File: config.mk
export PLATFORM = sky130hd
export DESIGN_NAME = s2_rx
export DESIGN_NICKNAME = d
export VERILOG_FILES = /design/src/rtl/s2_pkg.sv /design/src/rtl/s2_shift_reg.sv /design/src/rtl/s2_rx.sv
export SDC_FILE = /design/constraint.sdc
export NUM_CORES = 1
export LEC_CHECK = 0
export ABC_AREA = 1
export ABC_CLOCK_PERIOD_IN_PS = 2330
export BUFFER_PORTS_ARGS = -buffer_cell sky130_fd_sc_hd__clkbuf_2
export CAP_MARGIN = 0
export CORE_MARGIN = 2
export CORE_UTILIZATION = 30
export DETAILED_ROUTE_END_ITERATION = 7
export PLACE_DENSITY = 0.48
export SLEW_MARGIN = 10
export SYNTH_ARGS = -nofsm -noshare
export SYNTH_HDL_FRONTEND = slang
export SYNTH_SLANG_ARGS = --single-unit
File: constraint.sdc
create_clock -name clk -period 2.33 [get_ports clk]
set_clock_uncertainty 0.2 [all_clocks]
set_input_delay 0.233 -clock clk [delete_from_list [all_inputs] [get_ports clk]]
set_output_delay 0.233 -clock clk [all_outputs]
set_load 0.03 [all_outputs]
File: src/rtl/s2_pkg.sv
// Shared types and constants for the S2 serial frame receiver.
// Frame layout: ADDR_W address bits followed by DATA_W data bits, MSB-first.
package s2_pkg;

    localparam int ADDR_W     = 3;
    localparam int DATA_W     = 18;
    localparam int NUM_FRAMES = 8;
    localparam int FRAME_LEN  = ADDR_W + DATA_W;

    localparam logic RB2_READ  = 1'b1;
    localparam logic RB2_WRITE = 1'b0;

    typedef enum logic [2:0] {
        IDLE    = 3'd0,
        SHIFT   = 3'd1,
        WRITE   = 3'd2,
        WAIT_HI = 3'd3,
        DONE    = 3'd4
    } state_t;

endpackage

File: src/rtl/s2_shift_reg.sv
// MSB-first serial-in/parallel-out frame register with shift enable and clear.
// The first bit shifted in ends up in the top of the address field.
module s2_shift_reg #(
    parameter int ADDR_W = s2_pkg::ADDR_W,
    parameter int DATA_W = s2_pkg::DATA_W
) (
    input  logic              clk,
    input  logic              rst,
    input  logic              clr,
    input  logic              en,
    input  logic              din,
    output logic [ADDR_W-1:0] addr_field,
    output logic [DATA_W-1:0] data_field
);

    localparam int LEN = ADDR_W + DATA_W;

    logic [LEN-1:0] q;

    always_ff @(posedge clk or posedge rst) begin
        if (rst) begin
            q <= '0;
        end else if (clr) begin
            q <= '0;
        end else if (en) begin
            q <= {q[LEN-2:0], din};
        end
    end

    assign addr_field = q[LEN-1 -: ADDR_W];
    assign data_field = q[DATA_W-1:0];

endmodule

File: src/rtl/s2_rx.sv
// Serial frame receiver: deserializes sen/sd frames and writes each data word
// into the RB2 register bank at the frame's address; done after NUM_FRAMES writes.
//
// state   | meaning
// IDLE    | waiting for sen low; first low edge samples bit 0
// SHIFT   | collecting bits 1..FRAME_LEN-1; sen high aborts the frame
// WRITE   | frame complete; RB2 write strobe is registered out next cycle
// WAIT_HI | swallowing extra bits until sen returns high
// DONE    | NUM_FRAMES written; link ignored until reset
module s2_rx #(
    parameter int ADDR_W     = s2_pkg::ADDR_W,
    parameter int DATA_W     = s2_pkg::DATA_W,
    parameter int NUM_FRAMES = s2_pkg::NUM_FRAMES
) (
    input  logic              clk,
    input  logic              rst,
    input  logic              sen,
    input  logic              sd,
    output logic              RB2_RW,
    output logic [ADDR_W-1:0] RB2_A,
    output logic [DATA_W-1:0] RB2_D,
    input  logic [DATA_W-1:0] RB2_Q,
    output logic              done
);

    import s2_pkg::*;

    localparam int LEN    = ADDR_W + DATA_W;
    localparam int CNT_W  = $clog2(LEN + 1);
    localparam int FCNT_W = $clog2(NUM_FRAMES + 1);

    localparam logic [CNT_W-1:0]  LAST_BIT   = CNT_W'(LEN - 1);
    localparam logic [FCNT_W-1:0] LAST_FRAME = FCNT_W'(NUM_FRAMES - 1);

    state_t state;
    state_t state_nxt;

    logic [CNT_W-1:0]  bit_cnt;
    logic [FCNT_W-1:0] frm_cnt;

    logic              sh_en;
    logic              sh_clr;
    logic [ADDR_W-1:0] addr_field;
    logic [DATA_W-1:0] data_field;

    logic              rw_nxt;
    logic [ADDR_W-1:0] a_nxt;
    logic [DATA_W-1:0] d_nxt;
    logic              done_nxt;

    // Read data is never consumed by the receiver.
    logic unused_q;
    assign unused_q = ^RB2_Q;

    s2_shift_reg #(
        .ADDR_W (ADDR_W),
        .DATA_W (DATA_W)
    ) u_shift (
        .clk        (clk),
        .rst        (rst),
        .clr        (sh_clr),
        .en         (sh_en),
        .din        (sd),
        .addr_field (addr_field),
        .data_field (data_field)
    );

    always_ff @(posedge clk or posedge rst) begin
        if (rst) begin
            state <= IDLE;
        end else begin
            state <= state_nxt;
        end
    end

    always_comb begin
        state_nxt = state;
        case (state)
            IDLE: begin
                if (!sen) state_nxt = SHIFT;
            end
            SHIFT: begin
                if (sen)                   state_nxt = IDLE;
                else if (bit_cnt == LAST_BIT) state_nxt = WRITE;
            end
            WRITE: begin
                // A single sen-high cycle right after the last bit lands here,
                // so it must already count as the inter-frame gap.
                if (frm_cnt == LAST_FRAME) state_nxt = DONE;
                else if (sen)              state_nxt = IDLE;
                else                       state_nxt = WAIT_HI;
            end
            WAIT_HI: begin
                if (sen) state_nxt = IDLE;
            end
            DONE: begin
                state_nxt = DONE;
            end
            default: begin
                state_nxt = IDLE;
            end
        endcase
    end

    always_comb begin
        sh_en  = 1'b0;
        sh_clr = 1'b0;
        if (state == IDLE || state == SHIFT) begin
            sh_en  = !sen;
            sh_clr = sen;
        end
    end

    always_ff @(posedge clk or posedge rst) begin
        if (rst) begin
            bit_cnt <= '0;
        end else if (state == IDLE && !sen) begin
            bit_cnt <= CNT_W'(1);
        end else if (state == SHIFT && !sen) begin
            bit_cnt <= bit_cnt + CNT_W'(1);
        end else begin
            bit_cnt <= '0;
        end
    end

    always_ff @(posedge clk or posedge rst) begin
        if (rst) begin
            frm_cnt <= '0;
        end else if (state == WRITE) begin
            frm_cnt <= frm_cnt + FCNT_W'(1);
        end
    end

    always_comb begin
        rw_nxt   = RB2_READ;
        a_nxt    = RB2_A;
        d_nxt    = RB2_D;
        done_nxt = done;
        if (state == WRITE) begin
            rw_nxt = RB2_WRITE;
            a_nxt  = addr_field;
            d_nxt  = data_field;
        end
        if (state == DONE) begin
            done_nxt = 1'b1;
        end
    end

    always_ff @(posedge clk or posedge rst) begin
        if (rst) begin
            RB2_RW <= RB2_READ;
            RB2_A  <= '0;
            RB2_D  <= '0;
            done   <= 1'b0;
        end else begin
            RB2_RW <= rw_nxt;
            RB2_A  <= a_nxt;
            RB2_D  <= d_nxt;
            done   <= done_nxt;
        end
    end

endmodule

# --- Yosys cells after proc, flatten, opt, wreduce, memory -nomap -nowiden ---
# Index checks and enable logic that the tools add are counted.
word_totals:
  out_inout_bits: 23
  input_bits: 22
  register_bits: 56
  word_cells: 40
classes:
  n_mux: 14
  n_addsub: 2
  n_eq_ne: 9
  n_reduce_logical: 7
op_table:
  columns: ["cell", "n"]
  rows:
  - ["2-to-1 mux 21 bit", 2]
  - ["2-to-1 mux 3 bit", 5]
  - ["case mux 3 bit (5 select lines)", 1]
  - ["2-to-1 mux 5 bit", 2]
  - ["== test 3 x 2 -> 1 bit, second input constant", 2]
  - ["adder 5 x 1 -> 5 bit, second input constant", 1]
  - ["== test 5 bit, second input constant", 1]
  - ["adder 4 x 1 -> 4 bit, second input constant", 1]
  - ["== test 4 x 3 -> 1 bit, second input constant", 1]
  - ["inequality test 2 bit, second input constant", 2]
  - ["== test 3 x 1 -> 1 bit, second input constant", 1]
  - ["== test 3 bit, second input constant", 1]
  - ["logical NOT 3 bit", 1]
  - ["2-to-1 mux 1 bit", 3]
  - ["inequality test 3 bit, second input constant", 1]
  - ["AND reduction 3 bit", 1]
  - ["logical AND 1 bit", 2]
  - ["2-to-1 mux 2 bit", 1]
  - ["nonzero test 2 bit", 1]
  - ["logical NOT 1 bit", 1]
  - ["logical OR 1 bit", 1]

# --- Depth between registers and ports, before layout ---
# Gate-level depths: netlist of run 1.
depth:
  depth_word: 5
  mapped_depth: 8
  depth_no_buf: 8

# --- Cells and area by module ---
# From an unflattened synthesis of run 1, not the netlist that was laid out.
unflattened:
  cells_unflattened: 213
  area_unflattened_um2: 2413.6
by_module_without_submodules:
  columns: ["module", "n_inst", "area_per_inst_um2", "seq_area_each_um2", "cells_per_inst"]
  rows:
  - ["s2_rx", 1, 1531.5, 877.1, 120]
  - ["s2_shift_reg", 1, 882.1, 525.5, 93]

# --- Least setup slack after synthesis of run 1 ---
# OpenSTA, ideal clock, no wires.
synth_path:
  path_kind: "reg-to-reg"
  startpoint: "reg state[2]"
  endpoint: "reg state[0]"
  setup_slack_ns: 1.036
  stages_incl_launch_ff: 7
  n_path_buf: 0
  arrival_time_ns: 0.975
  period_less_slack_ns: 1.294
  required_ns: 2.011
  setup_time_ns: 0.119
  path_cell_list: "dfrtp_1 nor2_4 nand2_2 nor2_1 nor2_1 nand2_1 nand2_1"
synth_between:
  elab_chain_len: 3
  word_cells_on_any_way: 10
  classes_between: "eq/ne (7); mux (1); reduce/logical (2)"
synth_lines:
  columns: ["element", "line", "source"]
  rows:
  - ["start: declaration", "s2_rx.sv:35", "state_t state;"]
  - ["start signal: assignment", "s2_rx.sv:72", "state <= state_nxt;"]
  - ["== test 3 x 1 -> 1 bit, or another cell as far along", "s2_rx.sv:78", "case (state)"]
  - ["inequality test 3 bit (no line) / inequality test 2 bit (equally long branches)", null, null]
  - ["AND reduction 3 bit (no line)", null, null]
# Several ways; a longest one is shown, not always the timed one.
# A chain may end at the register's enable or synchronous reset.

# --- Worst setup path after layout of run 1 ---
layout_path:
  startpoint: "reg state[2]"
  endpoint: "reg u_shift.q[1]"
layout_between:
  elab_chain_len: 4
  word_cells_on_any_way: 7
  classes_between: "eq/ne (1); mux (3); reduce/logical (3)"
layout_lines:
  columns: ["element", "line", "source"]
  rows:
  - ["== test 3 x 1 -> 1 bit / logical NOT 3 bit (equally long branches)", "s2_rx.sv:108", "if (state == IDLE || state == SHIFT) begin"]
  - ["logical OR 1 bit *", "s2_rx.sv:108", null]
  - ["2-to-1 mux 1 bit", "s2_rx.sv:108", null]
  - ["2-to-1 mux 21 bit / nonzero test 2 bit (equally long branches)", null, null]
  - ["end signal: assignment", "s2_shift_reg.sv:26", "q <= {q[LEN-2:0], din};"]
  - ["end: declaration", "s2_shift_reg.sv:18", "logic [LEN-1:0] q;"]
# Mark *: on every way between the ends. The rest lies on a longest branch, timed or not.

==> flow_summary.toml, run 1 <==
[clock_network]
cts_resized = 0
clkSinkCount = 56
clk_pin_slew_worst_paths_ns = 0.09
cts_buffers = 5
cts_root_buffer = "clkbuf_8"
worstSkewPairLatency_ns = 0.31
cts.htree.levels = 2
cts_max_path_buffers = 2
cts_tree = "yes"

[power_and_ir_drop]
peakVddDrop_mv = 0.327
p_total_mw = 2.36
powerDensity_mw_per_mm2 = 904
power_leakage_nw = 1.23

[final_layout]
syn_to_final_growth_pct = 14.4
final_area_mm2 = 0.00261
fin_cells = 339
diodes = 0
fill_cells = 764
regArea_mm2 = 0.00140
drive_gt1_share_pct = 28.3
nets = 264
multiInputGateArea_um2 = 692

[run]
maxCapViolCount = 0

[timing]
slew_headroom_pct = 49.7
worst-slew-pin-transition_ns = 0.752
hold_violations = 0
rsz0062_at_grt = "no"
fin_crit_ns = 1.65
fin_crit_sh_pct = 71.0
slew_violations = 0
fin_tns_setup_ns = 0
final-setup-viol-count = 0
setup_ws_ns = 0.676
fmax_ghz = 0.605

[global_route]
grt_pass1_vias = 1363
grt_overflow = 0
antenna_found_initial = 0
grtUsageTotal_pct = 9.94
grt_max_degree = 47
grt_pass1_wl_um = 6570

[die]
core_mm2 = 0.00729
dieArea_mm2 = 0.00832
die_w_um = 91.2
die_y_um = 91.2
rows = 31
pin_count = 45
initial_core_util_pct = 31.3

[synthesis]
syn_nets = 235
synth_cell_types = 22
syn-instance-count = 210
synth.area.top_cells = "dfrtp_1, o21ai_2, nand2_1"
syn-cell-area_mm2 = 0.00228
syn_area_per_cell_um2 = 10.9
ys_seq_elements = 56
yosysTopAreaCell = "dfrtp_1"
ys_warn_count = 0
synth_seq_area_share_pct = 61.5
synth_top_area_share_pct = 60.3

[route]
vias = 1444
drt-wirelength-per-cell_um = 11.1
wl_um = 3770
dr.pass1.iters = 4
drtIter0Drc = 49
post-route-drc-count = 0
ant_nets = 0
routed_via_density = 4.26

[place]
portBuffers = 26
place_area_mm2 = 0.00249
hpwl_um = 2430
place_congestion = 0.688
dp.cells = 329
dp_slack_ns = 0.669

[setup_path]
crit_arrival_ns = 1.66
crit_type = "flip-flop to flip-flop"
critical_path_required_ns = 2.33
crit_path_end_kind = "flip-flop"
reg2reg_setup_slack_ns = 0.68
startpoint_type = "flip-flop"
crit_fanout = 21

[outcome]
run_status = "completed"

[min_path]
hold_path_class = "primary input to flip-flop"
metrics by stage:
stage          utilization (%)  hold slack (ns)
2_1_floorplan                -            0.183
3_3_place_gp              34.2           0.0874
3_5_place_dp              34.2           0.0943
4_1_cts                   35.8           0.0627
5_1_grt                   35.8           0.0963
6_report                  35.8           0.0700
synthesized netlist by cell type, drive strengths merged:
master,instances
dfrtp,55
nand2,41
inv,31
o21ai,23
o22ai,20
nor2,11
buf,8
nand3,8
a21oi,3
ha,3
xor2,3
xnor2,2
dfstp,1
o21bai,1
flip-flops by register name, summed over array words and instances, names as in the netlist:
name and cells:
u_shift.q 21, RB2_D 18, bit_cnt 5, frm_cnt 4
RB2_A 3, state 3, RB2_RW 1, done 1
power by group:
| group | leakage (nW) | internal (mW) | total (mW) | switching, mW |
|---|---|---|---|---|
| sequential | 0.765 | 1.10 | 1.18 | 0.0821 |
| clock | 0.0434 | 0.241 | 0.550 | 0.309 |
| combinational | 0.426 | 0.179 | 0.627 | 0.449 |
| total | 1.23 | 1.52 | 2.36 | 0.840 |
cell families after synthesis:
group | count (synthesis) | synth area share (%)
AND/OR/NAND/NOR | 60 | 11.6
flip-flops | 56 | 61.5
AO/OA/AOI/OAI | 47 | 15.1
buffers and inverters | 39 | 8.17
XOR/XNOR | 5 | 1.92
adder cells (fa/ha/maj) | 3 | 1.65
critical path: stages (launching register included):
cell and delay (ns):
dfrtp_1 0.46, nor2_4 0.17, nand2_1 0.45, o22ai_1 0.27
routing by layer:
| layer | track usage (%) | share of wire (%) |
|---|---|---|
| met5 | 0 | 0 |
| met4 | 3.79 | 1.5 |
| met3 | 2.99 | 3.4 |
| met2 | 14.4 | 44 |
| met1 | 13.9 | 51 |
final cells by class:
| class | count | area share (%) |
|---|---|---|
| clock buffer | 6 | 3.16 |
| clock inverter | 2 | 0.575 |
| inverter | 31 | 4.46 |
| multi-input combinational | 115 | 26.5 |
| sequential | 56 | 53.7 |
| tap | 99 | 4.75 |
| timing repair buffer | 30 | 6.81 |
final timing paths:
kind | start | depth (start not counted) | end
worst max-delay path | state[2]$_DFFE_PP0P_ | 3 | u_shift.q[1]$_DFFE_PP0P_
worst min-delay path | sen | 4 | state[1]$_DFFE_PP0P_
worst max register to register | state[2]$_DFFE_PP0P_ | 3 | u_shift.q[1]$_DFFE_PP0P_
worst min register to register | state[0]$_DFFE_PP0P_ | 1 | bit_cnt[0]$_DFF_PP0_
max in group asynchronous | rst | 4 | RB2_RW$_DFF_PP1_
min in group asynchronous | rst | 3 | RB2_A[2]$_DFFE_PP0N_
cell usage in the layout, fill, tap and decap left out, types with 2 or more instances in the layout:
cell / n
clkbuf_2: 26
xnor2_1: 2
inv_2: 3
clkinvlp_4: 2
nor2_2: 2
nor2_4: 2
a21oi_1: 3
nor2_1: 7
nand3_1: 8
nand2_1: 39
ha_1: 3
xor2_1: 3
o21ai_2: 22
dfrtp_1: 55
o22ai_1: 20
inv_1: 28
dlygate4sd3_1: 2
clkbuf_8: 6
timing repair:
item,in CTS,in global routing
setup buffers,0,0
endpoints found under the hold margin,24,0
hold buffers,2,0
Power figures use the tool's default switching activity.
==> run 2, diff against run 1 <==
- ABC_CLOCK_PERIOD_IN_PS: 2330 -> 1700
- clock period: 2.33 -> 1.7 ns (I/O delays scaled with it)
==> run 2 against run 1 <==
Compared with the run above:
- hold slack got worse by 0.065 ns
- cell count increased by 0.88%
- maximum frequency grew 13%
- die area unchanged
- core utilization up 0.89 points
- count of clock-buffer cells in the layout shrank 1
- largest power group unchanged
- total power up 48%
- via count grew 0.97%
- non-clock buffer count rose by 4
- global-route usage is 0.19 points higher
- sequential cell count unchanged
- design area up 2.5%
==> flow_summary.toml, run 2 (synthesized netlist as in run 1, its figures left out) <==
[outcome]
run_status = "completed"

[setup_path]
crit_start = "state[1]$_DFFE_PP0P_"
r2r_end = "RB2_D[4]$_DFFE_PP0N_"
critical_path_required_ns = 1.73
crit_chain = "inv_2 -> nor2_4 -> nand2_4 -> buf_4 -> nand2_1 -> o21ai_2"
crit_path_end_kind = "flip-flop"
crit_fanout = 32
r2r-start = "state[1]$_DFFE_PP0P_"
startpoint_type = "flip-flop"
r2r_cells = 6
slowest_stage = "dfrtp_1"
crit_type = "flip-flop to flip-flop"
crit_arrival_ns = 1.50
max_stage_delay_ns = 0.43
reg2reg_setup_slack_ns = 0.23

[final_layout]
fill_cells = 768
fin_cells = 342
final_area_mm2 = 0.00268
nets = 268
layout_commonest_cell = "dfrtp_1"
largest_register_ff_count = 21
drive_gt1_share_pct = 29.2
regArea_mm2 = 0.00140
final_cell_mix = "dfrtp_1, nand2_1, inv_1"
utilization_pct = 36.7
multiInputGateArea_um2 = 692
regMostFlops = "u_shift.q"
diodes = 0
syn_to_final_growth_pct = 17.3
largestRegisters = "u_shift.q: 21 flops, RB2_D: 18 flops, bit_cnt: 5 flops"

[timing]
setup_ws_ns = 0.233
fmax_ghz = 0.682
fin_crit_sh_pct = 86.3
hold-worst-slack_ns = 0.00515
slew_headroom_pct = 73.0
slew_violations = 0
worst-slew-pin-transition_ns = 0.405
hold_violations = 0
fin_tns_setup_ns = 0
fin_crit_ns = 1.47
final-setup-viol-count = 0
rsz0062_at_grt = "no"

[global_route]
grt_overflow = 0
grt_pass1_vias = 1382
grt_max_degree = 57
antenna_found_initial = 0
grtUsageTotal_pct = 10.1
grt_pass1_wl_um = 6730

[min_path]
worstHoldEndpoint = "state[1]$_DFFE_PP0P_"
min_from = "sen"
hold_path_class = "primary input to flip-flop"
whs_path_depth = 4

[power_and_ir_drop]
powerDensity_mw_per_mm2 = 1310
p_int_mw = 2.36
power_frac_comb_pct = 25.8
peakVddDrop_mv = 0.333
pwr-share-seq_pct = 46.2
switching_share_pct = 32.5
p_total_mw = 3.50
clockPowerShare_pct = 28.0
power.switching_mw = 1.14
power_leakage_nw = 1.27

[clock_network]
clk_pin_slew_worst_paths_ns = 0.09
cts_root_buffer = "clkbuf_8"
cts_tree = "yes"
clkSinkCount = 56
cts.htree.levels = 2
post_cts_buffers = 0
worstSkewPairLatency_ns = 0.30
cts_buffers = 5
cts_max_path_buffers = 2

[place]
hpwl_um = 2470
dp.cells = 333
place_congestion = 0.711
dp_slack_ns = 0.251
place_area_mm2 = 0.00253
portBuffers = 26

[die]
rows = 31
initial_core_util_pct = 31.3
die_w_um = 91.2
die_y_um = 91.2
pin_count = 45
dieArea_mm2 = 0.00832
core_mm2 = 0.00729

[route]
routed_via_density = 4.26
post-route-drc-count = 0
vias = 1458
ant_nets = 0
dr.pass1.iters = 4
wl_um = 3780
drtIter0Drc = 51
drt-wirelength-per-cell_um = 11.0

[run]
maxCapViolCount = 0
==> run 2: per-layer routing <==
metal	part of all wire [%]	GRT usage, %	vias up
li1	-	-	739
met1	51	13.8	693
met2	45	15.1	24
met3	3.8	3.40	2
met4	0.77	3.41	0
met5	0	0	-
==> run 2: critical path: cells and delay by family, from the launching register on <==
family | cells | cell delay (ns)
compound gates | 1 | 0.07
flops | 1 | 0.43
buf+inv | 2 | 0.46
simple gates | 3 | 0.23
==> run 2: worst max path at each step <==
stage,endpoint,slack (ns),depth (start not counted)
final,RB2_D[4]$_DFFE_PP0N_,0.23,6
after CTS,RB2_D[4]$_DFFE_PP0N_,0.22,6
after global placement,RB2_D[17]$_DFFE_PP0N_,0.25,6
after global routing,state[1]$_DFFE_PP0P_,0.12,7
after floorplan,state[0]$_DFFE_PP0P_,0.41,6
after detailed placement,RB2_D[4]$_DFFE_PP0N_,0.25,6
==> run 2: power groups by stage <==
stage / Clock [mW] / Sequential (mW) / Combinational [mW]
after global placement: 0 / 1.65 / 0.903
after floorplan: 0 / 1.77 / 0.592
after detailed placement: 0 / 1.64 / 0.911
final: 0.980 / 1.62 / 0.902
after global routing: 1.09 / 1.65 / 1.01
after CTS: 1.03 / 1.62 / 0.915
==> run 2: timing repair <==
item,CTS,global route
gates resized for setup,0,0
hold buffers,2,0
hold endpoints to repair,56,0
==> run 2: area by class of cell <==
class	instances	share of cell area [%]
Clock inverter	2	2.25
Inverter	31	4.49
Sequential cell	56	52.4
Tap cell	99	4.63
Clock buffer	5	2.57
Timing Repair Buffer	34	7.76
Multi-Input combinational cell	115	25.9
